### src/rtl/fetch_controller_if.sv
// Fetch-side bus bundle: instruction-memory request/response plus the decode valid/ready handshake.
interface fetch_controller_if #(
  parameter int unsigned WORD_LEN      = 32,
  parameter int unsigned MEM_CELL_SIZE = 8
);

  logic                     mem_req;
  logic [MEM_CELL_SIZE-1:0] mem_addr;
  logic [WORD_LEN-1:0]      mem_data;
  logic [MEM_CELL_SIZE-1:0] pc;
  logic [WORD_LEN-1:0]      instr;
  logic                     instr_valid;
  logic                     out_ready;
  logic                     br_taken;
  logic [WORD_LEN-1:0]      br_offset;

  // Fetch controller side
  modport master (
    output mem_req, mem_addr, pc, instr, instr_valid,
    input  mem_data, out_ready, br_taken, br_offset
  );

  // Memory / decode side
  modport slave (
    input  mem_req, mem_addr, pc, instr, instr_valid,
    output mem_data, out_ready, br_taken, br_offset
  );

endinterface

### src/rtl/fetch_controller.sv
// Fetch sequencer: owns the PC, issues one instruction-memory request at a time, hands the word to decode.
// Optional macro FETCH_PERF_CNT_EN adds saturating fetch_count / stall_count outputs.
module fetch_controller #(
  parameter int unsigned WORD_LEN      = 32,
  parameter int unsigned MEM_CELL_SIZE = 8,
  parameter int unsigned MEM_LATENCY   = 1,
  parameter int unsigned RESET_PC      = 0
) (
  input  logic                clk,
  input  logic                rst,
  input  logic                start,
  input  logic                halt,
  fetch_controller_if.master  bus,
  output logic                busy
`ifdef FETCH_PERF_CNT_EN
  ,
  output logic [15:0]         fetch_count,
  output logic [15:0]         stall_count
`endif
);

  localparam int unsigned AW    = MEM_CELL_SIZE;
  localparam int unsigned CNT_W = 4;
  localparam logic [CNT_W-1:0] LAT_LOAD = CNT_W'(MEM_LATENCY - 1);
  localparam logic [AW-1:0]    PC_START = AW'(RESET_PC);
  localparam logic [AW-1:0]    PC_STEP  = AW'(4);

  if (MEM_LATENCY < 1 || MEM_LATENCY > 15) begin : g_bad_latency
    $error("fetch_controller: MEM_LATENCY must be in 1..15");
  end

  typedef enum logic [1:0] {IDLE, REQ, WAIT, HOLD} state_t;

  state_t           state, state_nxt;
  logic [AW-1:0]    fetch_addr, fetch_addr_nxt;
  logic [CNT_W-1:0] lat_cnt, lat_cnt_nxt;
  logic             halt_pending, halt_pending_nxt;
  logic             capture_c;
  logic             handshake_c;

  assign handshake_c = bus.instr_valid & bus.out_ready;

  // Next-state, next fetch address, latency countdown and sticky halt
  always_comb begin
    state_nxt        = state;
    fetch_addr_nxt   = fetch_addr;
    lat_cnt_nxt      = lat_cnt;
    halt_pending_nxt = halt_pending;
    capture_c        = 1'b0;
    case (state)
      IDLE: begin
        if (start) begin
          fetch_addr_nxt = PC_START;
          state_nxt      = REQ;
        end
      end
      REQ: begin
        lat_cnt_nxt = LAT_LOAD;
        state_nxt   = WAIT;
        if (halt) halt_pending_nxt = 1'b1;
      end
      WAIT: begin
        if (halt) halt_pending_nxt = 1'b1;
        if (lat_cnt == '0) begin
          capture_c = 1'b1;
          state_nxt = HOLD;
        end else begin
          lat_cnt_nxt = lat_cnt - CNT_W'(1);
        end
      end
      HOLD: begin
        if (handshake_c) begin
          // Offset is truncated to the address width; both sums wrap naturally
          fetch_addr_nxt = bus.br_taken ? bus.pc + bus.br_offset[AW-1:0]
                                        : bus.pc + PC_STEP;
          if (halt || halt_pending) begin
            halt_pending_nxt = 1'b0;
            state_nxt        = IDLE;
          end else begin
            state_nxt = REQ;
          end
        end
      end
      default: state_nxt = IDLE;
    endcase
  end

  // Control state
  always_ff @(posedge clk or negedge rst) begin
    if (!rst) begin
      state        <= IDLE;
      fetch_addr   <= '0;
      lat_cnt      <= '0;
      halt_pending <= 1'b0;
    end else begin
      state        <= state_nxt;
      fetch_addr   <= fetch_addr_nxt;
      lat_cnt      <= lat_cnt_nxt;
      halt_pending <= halt_pending_nxt;
    end
  end

  // Outputs are registered from the next state so they line up with the state they describe
  always_ff @(posedge clk or negedge rst) begin
    if (!rst) begin
      bus.mem_req     <= 1'b0;
      bus.mem_addr    <= '0;
      bus.pc          <= '0;
      bus.instr       <= '0;
      bus.instr_valid <= 1'b0;
      busy            <= 1'b0;
    end else begin
      bus.mem_req     <= (state_nxt == REQ);
      bus.instr_valid <= (state_nxt == HOLD);
      busy            <= (state_nxt != IDLE);
      if (state_nxt == REQ) bus.mem_addr <= fetch_addr_nxt;
      if (capture_c) begin
        bus.instr <= bus.mem_data;
        bus.pc    <= fetch_addr;
      end
    end
  end

`ifdef FETCH_PERF_CNT_EN
  // Saturating handshake and backpressure counters; only rst clears them
  always_ff @(posedge clk or negedge rst) begin
    if (!rst) begin
      fetch_count <= '0;
      stall_count <= '0;
    end else begin
      if (handshake_c && fetch_count != 16'hFFFF)
        fetch_count <= fetch_count + 16'd1;
      if (state == HOLD && !bus.out_ready && stall_count != 16'hFFFF)
        stall_count <= stall_count + 16'd1;
    end
  end
`endif

  a_req_single: assert property (@(posedge clk) disable iff (!rst)
    bus.mem_req |=> !bus.mem_req);

  a_hold_stable: assert property (@(posedge clk) disable iff (!rst)
    (bus.instr_valid && !bus.out_ready) |=>
      (bus.instr_valid && $stable(bus.instr) && $stable(bus.pc)));

endmodule

### src/flat_wrapper.sv
// flat-port wrapper written by rule: the top's interface ports become plain ports
module fetch_controller_flat 
#(
  parameter int unsigned WORD_LEN      = 32,
  parameter int unsigned MEM_CELL_SIZE = 8,
  parameter int unsigned MEM_LATENCY   = 1,
  parameter int unsigned RESET_PC      = 0
)
  (clk, rst, start, halt, busy, bus_mem_req, bus_mem_addr, bus_pc, bus_instr, bus_instr_valid, bus_mem_data, bus_out_ready, bus_br_taken, bus_br_offset);
  fetch_controller_if #(.WORD_LEN(WORD_LEN), .MEM_CELL_SIZE(MEM_CELL_SIZE)) bus_i ();
  input  logic clk;
  input  logic rst;
  input  logic start;
  input  logic halt;
  output logic busy;
  output wire logic [$bits(bus_i.mem_req)-1:0] bus_mem_req;
  output wire logic [$bits(bus_i.mem_addr)-1:0] bus_mem_addr;
  output wire logic [$bits(bus_i.pc)-1:0] bus_pc;
  output wire logic [$bits(bus_i.instr)-1:0] bus_instr;
  output wire logic [$bits(bus_i.instr_valid)-1:0] bus_instr_valid;
  input wire logic [$bits(bus_i.mem_data)-1:0] bus_mem_data;
  input wire logic [$bits(bus_i.out_ready)-1:0] bus_out_ready;
  input wire logic [$bits(bus_i.br_taken)-1:0] bus_br_taken;
  input wire logic [$bits(bus_i.br_offset)-1:0] bus_br_offset;
  assign bus_mem_req = bus_i.mem_req;
  assign bus_mem_addr = bus_i.mem_addr;
  assign bus_pc = bus_i.pc;
  assign bus_instr = bus_i.instr;
  assign bus_instr_valid = bus_i.instr_valid;
  assign bus_i.mem_data = bus_mem_data;
  assign bus_i.out_ready = bus_out_ready;
  assign bus_i.br_taken = bus_br_taken;
  assign bus_i.br_offset = bus_br_offset;
  fetch_controller #(.WORD_LEN(WORD_LEN), .MEM_CELL_SIZE(MEM_CELL_SIZE), .MEM_LATENCY(MEM_LATENCY), .RESET_PC(RESET_PC)) u_core (.clk(clk), .rst(rst), .start(start), .halt(halt), .bus(bus_i), .busy(busy));
endmodule
### config.mk
export PLATFORM = sky130hd
export DESIGN_NAME = fetch_controller_flat
export DESIGN_NICKNAME = d
export VERILOG_FILES = /design/src/rtl/fetch_controller_if.sv /design/src/rtl/fetch_controller.sv /design/src/flat_wrapper.sv
export SDC_FILE = /design/constraint.sdc
export NUM_CORES = 1
export LEC_CHECK = 0
export ABC_AREA = 0
export ABC_CLOCK_PERIOD_IN_PS = 2900
export CORE_MARGIN = 8
export CORE_UTILIZATION = 44
export CTS_CLUSTER_DIAMETER = 60
export DETAILED_ROUTE_END_ITERATION = 12
export PLACE_DENSITY = 0.79
export SLEW_MARGIN = 0
export SYNTH_ARGS = -nofsm -noshare
export SYNTH_HDL_FRONTEND = slang
export SYNTH_SLANG_ARGS = --single-unit
### constraint.sdc
create_clock -name clk -period 2.9 [get_ports clk]
set_clock_uncertainty 0.05 [all_clocks]
set_input_delay 0.58 -clock clk [delete_from_list [all_inputs] [get_ports clk]]
set_output_delay 0.58 -clock clk [all_outputs]
set_load 0.01 [all_outputs]
==> results.txt, run 1 <==
- The run finished with clean final reports.
* Clock-pin slew on the worst setup and hold paths: 0.07 ns
- Setup Buffers After CTS: 0
* Max frequency: 383.2 MHz
* Max-slew violation total from the final report: 0
* Fill cell count: 554
- Dividing total power by cell area gives a power density of 963.0 nW/um2.
- Via count of the first global-routing pass: 2945
* Clock network fraction of design power: 0.191
* Die Area: 10060 um2
- DP Worst Slack: -0.02445 ns
- The first detailed-routing pass took 4 iterations.
* Arrival time of the worst setup path: 2.77 ns
- Async set-reset flop share out of synthesis: 1.000
* Via-per-instance ratio: 5.004
- The setup check on the worst reg-to-reg path leaves a slack of 0.53 ns.
- The Yosys step of the flow raised 0 warnings.
- Along the worst path, the maximum fanout reaches 2.
- First-pass GRT wire length: 13.71 mm
- Summed over all cells, the static leakage comes to 2.140 nW.
- Mean instance size in the synthesized netlist: 9.450 um2
- Type of destination of the critical path: register
- Total congestion overflow: 0
* Number of endpoints with negative hold slack in the final report: 0
- Number of cells on the worst reg-to-reg path: 6
- For this run, the leading register cell type out of synthesis is sky130_fd_sc_hd__dfrtp_1.
- The number of clock buffers added by TritonCTS is 9.
- Critical register-to-register path startpoint: u_core.bus.pc[1]$_DFFE_PN0P_
- Of the post-synthesis cell area, the dominant cell type holds 0.5280.
* Maximum number of pins on one net before global-route repair: 41
* Initial cell density of the core: 0.4579
- Number of DRC violations after detailed routing: 0
* Post-cts sizing count: 0
- Diodes inserted: 0
- After detailed routing, the total wire length is 8.179 mm.
- Share of synthesized area spent on multiplexers: 0.03640
* Final hold slack: 0.2727 ns
- Number of distinct library cells after synthesis: 50
- Biggest cell delay along the critical path: 0.49 ns
- The wire-length estimate of the detail-placed layout is 6.058 mm.
* Number of nets with antenna violations after detailed routing: 0
- Synthesized net count: 416
- The worst setup path is launched from an input pin.
- Leading post-synthesis cells by cell area: sky130_fd_sc_hd__dfrtp_1, sky130_fd_sc_hd__nand2_1, sky130_fd_sc_hd__ha_1
* Critical path required time: 3.06 ns
* Switch Pwr: 0.001586 W
* Antenna violations before repair: 0
- Final setup violation count: 0
- The critical path ends at u_core.bus.mem_addr[7]$_DFFE_PN0P_.
- The congestion estimate from routability-driven global placement came to 0.8407.
- The critical path is of the in -> reg type.
- Final non-filler cell area: 4463 um2
- TritonCTS clock tree: built
* Fraction of final layout cells with drive strength greater than 1: 0.09955
- Unrepaired setup endpoints after global routing: false
* Worst path slowest cell: sky130_fd_sc_hd__or4_1
- End of the worst register-to-register path: u_core.bus.mem_addr[7]$_DFFE_PN0P_
- Setup ws final: 0.2901 ns
* Post-cts hold buffer count: 0
- Worst-case headroom to the max-slew limit: 0.4872
- DIE HEIGHT: 100.3 um
- Of the total synthesized cell area, the portion taken by full adders, half adders and majority gates is 0.06240.
- Number of standard cells after synthesis: 331
- Mapped Area: 3128 um2
* Fraction of power spent switching nets: 0.3690
- Chip Width: 100.3 um
- For this run, the register share of the synthesized area comes to 0.5280.
* Int Power: 0.002712 W
* Critical-path cell list: clkdlybuf4s50_1 > ha_1 > a211oi_2 > nor4b_1 > or4_1 > a32o_2 > mux2_4
- In the global route stage, overall resource usage came out at 0.1691.
* Maximum level of the CTS H-tree: 3
- Ranked by instance count, the synthesized netlist is headed by sky130_fd_sc_hd__nand2_1, sky130_fd_sc_hd__dfrtp_1, sky130_fd_sc_hd__o21ai_0, sky130_fd_sc_hd__ha_1, sky130_fd_sc_hd__clkbuf_1.
- Source of the critical timing path: bus_br_offset[1]
* Fraction of the mapped netlist area in simple logic gates: 0.2200
- Number of placement rows: 30
- Share of the core filled with cells in the final layout: 0.6533
- Core area: 6832 um2
- Compound-Gate Fraction of Synth Area: 0.1120
- Register share of total power: 0.340
- After detailed routing, the average wire length per cell comes to 15.20 um.
- In this run, the number of DRC markers left after iteration 0 of detailed routing was 110.
- Count of clock tree sinks: 66
* Worst vdd ir: 0.5086 mV
- Dividing the final minimum period by the clock period gives 0.9000.
* Class of the most critical hold timing path: in -> async
- I/O pins: 121
* Synth-to-Final Area Change: 42.68%
- In this run, synthesis produced a sequential element count of 66.
* Placed instance area: 4255 um2
- Transition time of the tightest slew-check pin: 0.7692 ns
- Synth area leader: sky130_fd_sc_hd__dfrtp_1
- Net count, final: 523
* Total of buffers placed on input and output ports: 96
- CTS Root Buffer Type: sky130_fd_sc_hd__clkbuf_8
- Clk_lat worst skew: 0.33 ns
- XOR/XNOR Fraction of Synth Area: 0.01680
- Across all layers, the routed design uses 2692 vias.
* Largest family of logic cells by synthesized area: simple AND/OR/NAND/NOR gates
- Counting flops with a built-in enable in the synthesized netlist gives 0.
* Share of total power in combinational logic: 0.468
- The most common cell in the synthesized netlist is sky130_fd_sc_hd__nand2_1.
- No sink is reached through more buffers than the 2 on the longest clock path.
* # Max-Cap Violations: 0
- Counting I/O delays and the setup requirement, the final critical path takes 2.610 ns.
==> cell families after synthesis <==
family,after synthesis
XOR/XNOR,6
AO/OA/AOI/OAI,51
buffers and inverters,19
adder cells (fa/ha/maj),15
flip-flops,66
AND/OR/NAND/NOR,164
multiplexers,10
==> state kept, by name (all words and copies together) (netlist names), 2 cells and up <==
register and count:
u_core.fetch_addr 8, u_core.bus.pc 8, u_core.state 2, u_core.bus.instr 32
u_core.bus.mem_addr 8, u_core.lat_cnt 4
==> critical path, delay by kind of cell <==
family / cells / cell delay (ns)
buffers and inverters: 1 / 0.43
adders and majority gates: 1 / 0.33
and+or+nand+nor: 2 / 0.59
muxes: 1 / 0.26
AOI/OAI and AO/OA: 2 / 0.57
==> power groups by stage <==
stage	sequential, W	clock, W	combinational [W]
final	0.00146	0.000823	0.00201
after global routing	0.00151	0.000880	0.00223
after CTS	0.00147	0.000839	0.00204
after detailed placement	0.00148	0	0.00204
after global placement	0.00146	0	0.00198
after floorplan	0.00158	0	0.000941
==> final cells by class <==
| cell class | instances | area (um2) | share of cell area |
|---|---|---|---|
| multi-input cells | 246 | 1415 | 0.3171 |
| flip-flops and latches | 66 | 1652 | 0.3701 |
| inverters | 8 | 30.03 | 0.006728 |
| repair buffers | 107 | 1039 | 0.2327 |
| clock buffers | 10 | 127.6 | 0.02860 |
| well taps | 96 | 120.1 | 0.02691 |
| clock inverters | 5 | 80.08 | 0.01794 |
==> worst min-delay path by stage <==
stage                              startpoint                                to  slack (ns)
3_5_place_dp   u_core.fetch_addr[1]$_DFF_PN0_      u_core.bus.pc[1]$_DFFE_PN0P_        0.41
6_report                                  rst  u_core.bus.instr[16]$_DFFE_PN0P_        0.27
5_1_grt                                   rst   u_core.bus.instr[6]$_DFFE_PN0P_        0.34
2_1_floorplan                             rst   u_core.bus.instr[0]$_DFFE_PN0P_        0.23
3_3_place_gp   u_core.fetch_addr[2]$_DFF_PN0_      u_core.bus.pc[2]$_DFFE_PN0P_        0.39
4_1_cts                                   rst  u_core.bus.instr[23]$_DFFE_PN0P_        0.29
==> metal layers <==
layer  up-vias  wire (um)  global-route usage
li1       1315          -                   -
met1      1278       3458              0.1891
met2        89       3798              0.2764
met3        10        804             0.07543
met4         0        117             0.06395
met5         -          0                   0
==> cells in the final DEF (no fill, tap or decap), types with 4 or more instances in the layout <==
cell type / instances
sky130_fd_sc_hd__nand2_1: 134
sky130_fd_sc_hd__clkdlybuf4s50_1: 95
sky130_fd_sc_hd__dfrtp_1: 66
sky130_fd_sc_hd__o21ai_0: 17
sky130_fd_sc_hd__ha_1: 14
sky130_fd_sc_hd__buf_4: 11
sky130_fd_sc_hd__clkbuf_8: 9
sky130_fd_sc_hd__inv_1: 8
sky130_fd_sc_hd__nor2_1: 7
sky130_fd_sc_hd__mux2_2: 7
sky130_fd_sc_hd__a21oi_1: 6
sky130_fd_sc_hd__xor2_1: 5
sky130_fd_sc_hd__nand3_1: 4
sky130_fd_sc_hd__o211ai_1: 4
==> through the flow <==
| stage | setup TNS (ns) | total power [W] | cells |
|---|---|---|---|
| 5_1_grt | 0 | 0.004619 | 538 |
| 6_report | 0 | 0.004298 | 538 |
| 3_5_place_dp | -0.02445 | 0.003517 | 523 |
| 3_3_place_gp | 0 | 0.003442 | 523 |
| 4_1_cts | 0 | 0.004349 | 538 |
| 2_1_floorplan | 0 | 0.002520 | 331 |
Note: power is estimated with default switching activity, not from simulation.
==> run 2: changes to the inputs <==
Settings changed: CELL_PAD_IN_SITES_DETAIL_PLACEMENT from default to 2, CELL_PAD_IN_SITES_GLOBAL_PLACEMENT from default to 2, CORE_UTILIZATION 44 to 25, PLACE_DENSITY 0.79 to 0.78.
==> run 2 against run 1 <==
Net effect:
- critical path depth unchanged
- via count up 3.0%
- final area up 5.1%
- largest power group unchanged
- flip-flop and latch count is the same
- fmax down 1.6%
- count of clock-buffer cells in the layout is 1 higher
- hold slack is essentially flat
- sequential share of layout area is 1.8 points lower
- cell count up 14%
- non-clock buffer count rose by 2
- register-to-register slack worse by 0.03 ns
- clock power is 37% higher
==> results.txt, run 2 (synthesis results as in run 1) <==
- Routed wire length per instance: 16.12 um
- Via count: 2772
- The number of antenna diodes in the final layout is 0.
* Core area: 12410 um2
- TritonCTS created 9 clock buffers.
- The register with the most flip-flops in the final layout is u_core.bus.instr.
- Chip Width: 127.9 um
* Worst path buffer plus inverter count: 1
- The die is 127.9 um tall.
- The routed design has 9.913 mm of wire.
- DP Worst Slack: -0.05895 ns
- Total design power: 0.004687 W
- TritonCTS clock tree: built
- For this run, the detailed router's first-pass iteration total came to 4.
- The via count of the first global-routing pass came to 3214.
- The endpoint identified for the worst register-to-register timing path is u_core.bus.mem_addr[7]$_DFFE_PN0P_.
* Critical register-to-register path startpoint: u_core.bus.pc[1]$_DFFE_PN0P_
* Maximum fanout along the worst path: 2
* Number of nets with antenna violations after detailed routing: 0
* Cell class contributing the biggest share of worst-path delay: compound AO/OA/AOI/OAI gates
- Critical Setup Path Class: in -> reg
- Share of the core filled with cells in the final layout: 0.3778
* Setup Buffers After CTS: 0
* Max Buffers Root-to-Sink: 2
- The analysis attributes to cell leakage a power of 2.210 nW.
- Setup violations remaining at the end of the flow were counted as 0.
- STA classifies the critical path endpoint as a register.
* Fin crit share: 0.9149
- In the layout the commonest cells are sky130_fd_sc_hd__nand2_1, sky130_fd_sc_hd__clkdlybuf4s50_1, sky130_fd_sc_hd__dfrtp_1.
- Counting cells, the worst reg-to-reg path comes to 6.
- The tool flagged a number of max-cap violations equal to 0.
* Clock-pin slew on the worst setup and hold paths: 0.05 ns
- Final GP Congestion: 0.7513
- Worst vdd ir: 0.4102 mV
- Critical-path cell list: clkdlybuf4s50_1 > ha_1 > a211oi_2 > nor4b_1 > or4_1 > a32o_2 > mux2_4
* Initial cell density of the core: 0.2520
- The number of antenna violations at the first check in global routing was 0.
* Flip-flop count of the largest register after layout: 32
- Number of DRC violations after detailed routing: 0
* Class of the most critical hold timing path: in -> async
* Net count, final: 525
- The first global-routing pass estimated 16.57 mm of wire.
* Power per unit of standard cell area: 999.3 nW/um2
- The clock drives 66 sinks.
- In this run the tightest slew margin relative to its limit is 0.5018.
- The number of gates resized after CTS was 0.
* Worst path slowest cell: sky130_fd_sc_hd__or4_1
- In the routed layout, each cell is associated on average with a via count of 4.507.
- Unrepaired setup endpoints after global routing: false
- The die covers 16350 um2.
- Final non-filler cell area: 4691 um2
- Critical path required time: 3.05 ns
- In this run the cell area measured after placement is 4383 um2.
* Maximum level of the CTS H-tree: 3
* Most frequent standard cell in the layout excluding fill and tap cells: sky130_fd_sc_hd__nand2_1
* Fraction of final layout cells with drive strength greater than 1: 0.1038
- Data on the critical path arrives at its endpoint at 2.80 ns.
- Setup ws final: 0.2467 ns
* Max-slew violation total from the final report: 0
* I/O pins: 121
* Total half-perimeter wirelength after legalization and detailed placement: 7.501 mm
- Setup slack on the worst reg-to-reg path comes out at 0.50 ns.
* Synth-to-Final Area Change: 49.96%
- Biggest cell delay along the critical path: 0.50 ns
- Post-Place Cells: 601
- Entering global routing, the biggest net connects 41 pins.
* Post-cts hold buffer count: 0
- Violation count after the first detailed-routing iteration: 133
- The finished layout holds 615 standard cells, fillers aside.
- For the pin with the worst max-slew slack, the measured transition is 0.7473 ns.
* Post-layout minimum cycle time: 2.653 ns
* Max frequency: 376.9 MHz
- Crit start category: input pin
* Total congestion overflow: 0
- Number of endpoints with negative hold slack in the final report: 0
- Outcome: finished, final reports clean
- Number of placement rows: 41
* CTS Root Buffer Type: sky130_fd_sc_hd__clkbuf_16
- The later pin in the worst-skew pair is clocked with a latency of 0.32 ns.
- Total routing resource utilization after global routing: 0.1280
- Total of buffers placed on input and output ports: 96
## run 2: changes by cell type in the layout (fill, tap and decap cells not counted), sizes merged
cell      before  now
buf           12   14
clkbuf        10   11
clkinvlp       2    0
## run 2: through the flow
| stage | TNS, ns | hold slack, ns |
|---|---|---|
| after floorplan | 0 | 0.2344 |
| after global placement | -0.01807 | 0.3984 |
| after detailed placement | -0.1269 | 0.4085 |
| after CTS | 0 | 0.2941 |
| after global routing | 0 | 0.3265 |
| final | 0 | 0.2726 |
## run 2: power breakdown
group | total, W | switching, W | internal (W)
clock | 0.00113 | 0.000364 | 0.000764
sequential | 0.00148 | 0.000230 | 0.00125
combinational | 0.00208 | 0.00108 | 0.000998
## run 2: layout make-up
cell class	count	area [um2]
flip-flops and latches	66	1652
well taps	172	215.2
clock inverters	3	65.06
multi-input cells	246	1420
clock buffers	11	242.7
fillers	1405	7724
inverters	8	30.03
repair buffers	109	1066
## run 2: worst register-to-register path: cells and delay by family (launching register included)
kind,cells,cell delay [ns]
AO/OA/AOI/OAI,2,0.60
adder cells (fa/ha/maj),1,0.33
multiplexers,1,0.25
flip-flops,1,0.44
AND/OR/NAND/NOR,2,0.60
## run 2: worst max path at each step
stage | startpoint | endpoint | depth (start not counted)
2_1_floorplan | bus_br_offset[1] | u_core.bus.mem_addr[7]$_DFFE_PN0P_ | 6
6_report | bus_br_offset[1] | u_core.bus.mem_addr[7]$_DFFE_PN0P_ | 7
5_1_grt | bus_br_offset[0] | u_core.bus.mem_addr[6]$_DFFE_PN0P_ | 8
3_5_place_dp | bus_br_offset[0] | u_core.bus.mem_addr[6]$_DFFE_PN0P_ | 8
4_1_cts | bus_br_offset[1] | u_core.bus.mem_addr[7]$_DFFE_PN0P_ | 7
3_3_place_gp | bus_br_offset[1] | u_core.bus.mem_addr[7]$_DFFE_PN0P_ | 7
## run 2: per-layer routing
layer,track usage,routed length [um]
met2,0.2296,5216
met5,0,0
met4,0.03566,95
met3,0.03827,478
met1,0.1434,4123
==> run 3: changes to the inputs <==
Settings changed: CAP_MARGIN from default to 20.
==> results of run 3 <==
Same layout as run 2: the final DEF is identical, and so are final timing and power.
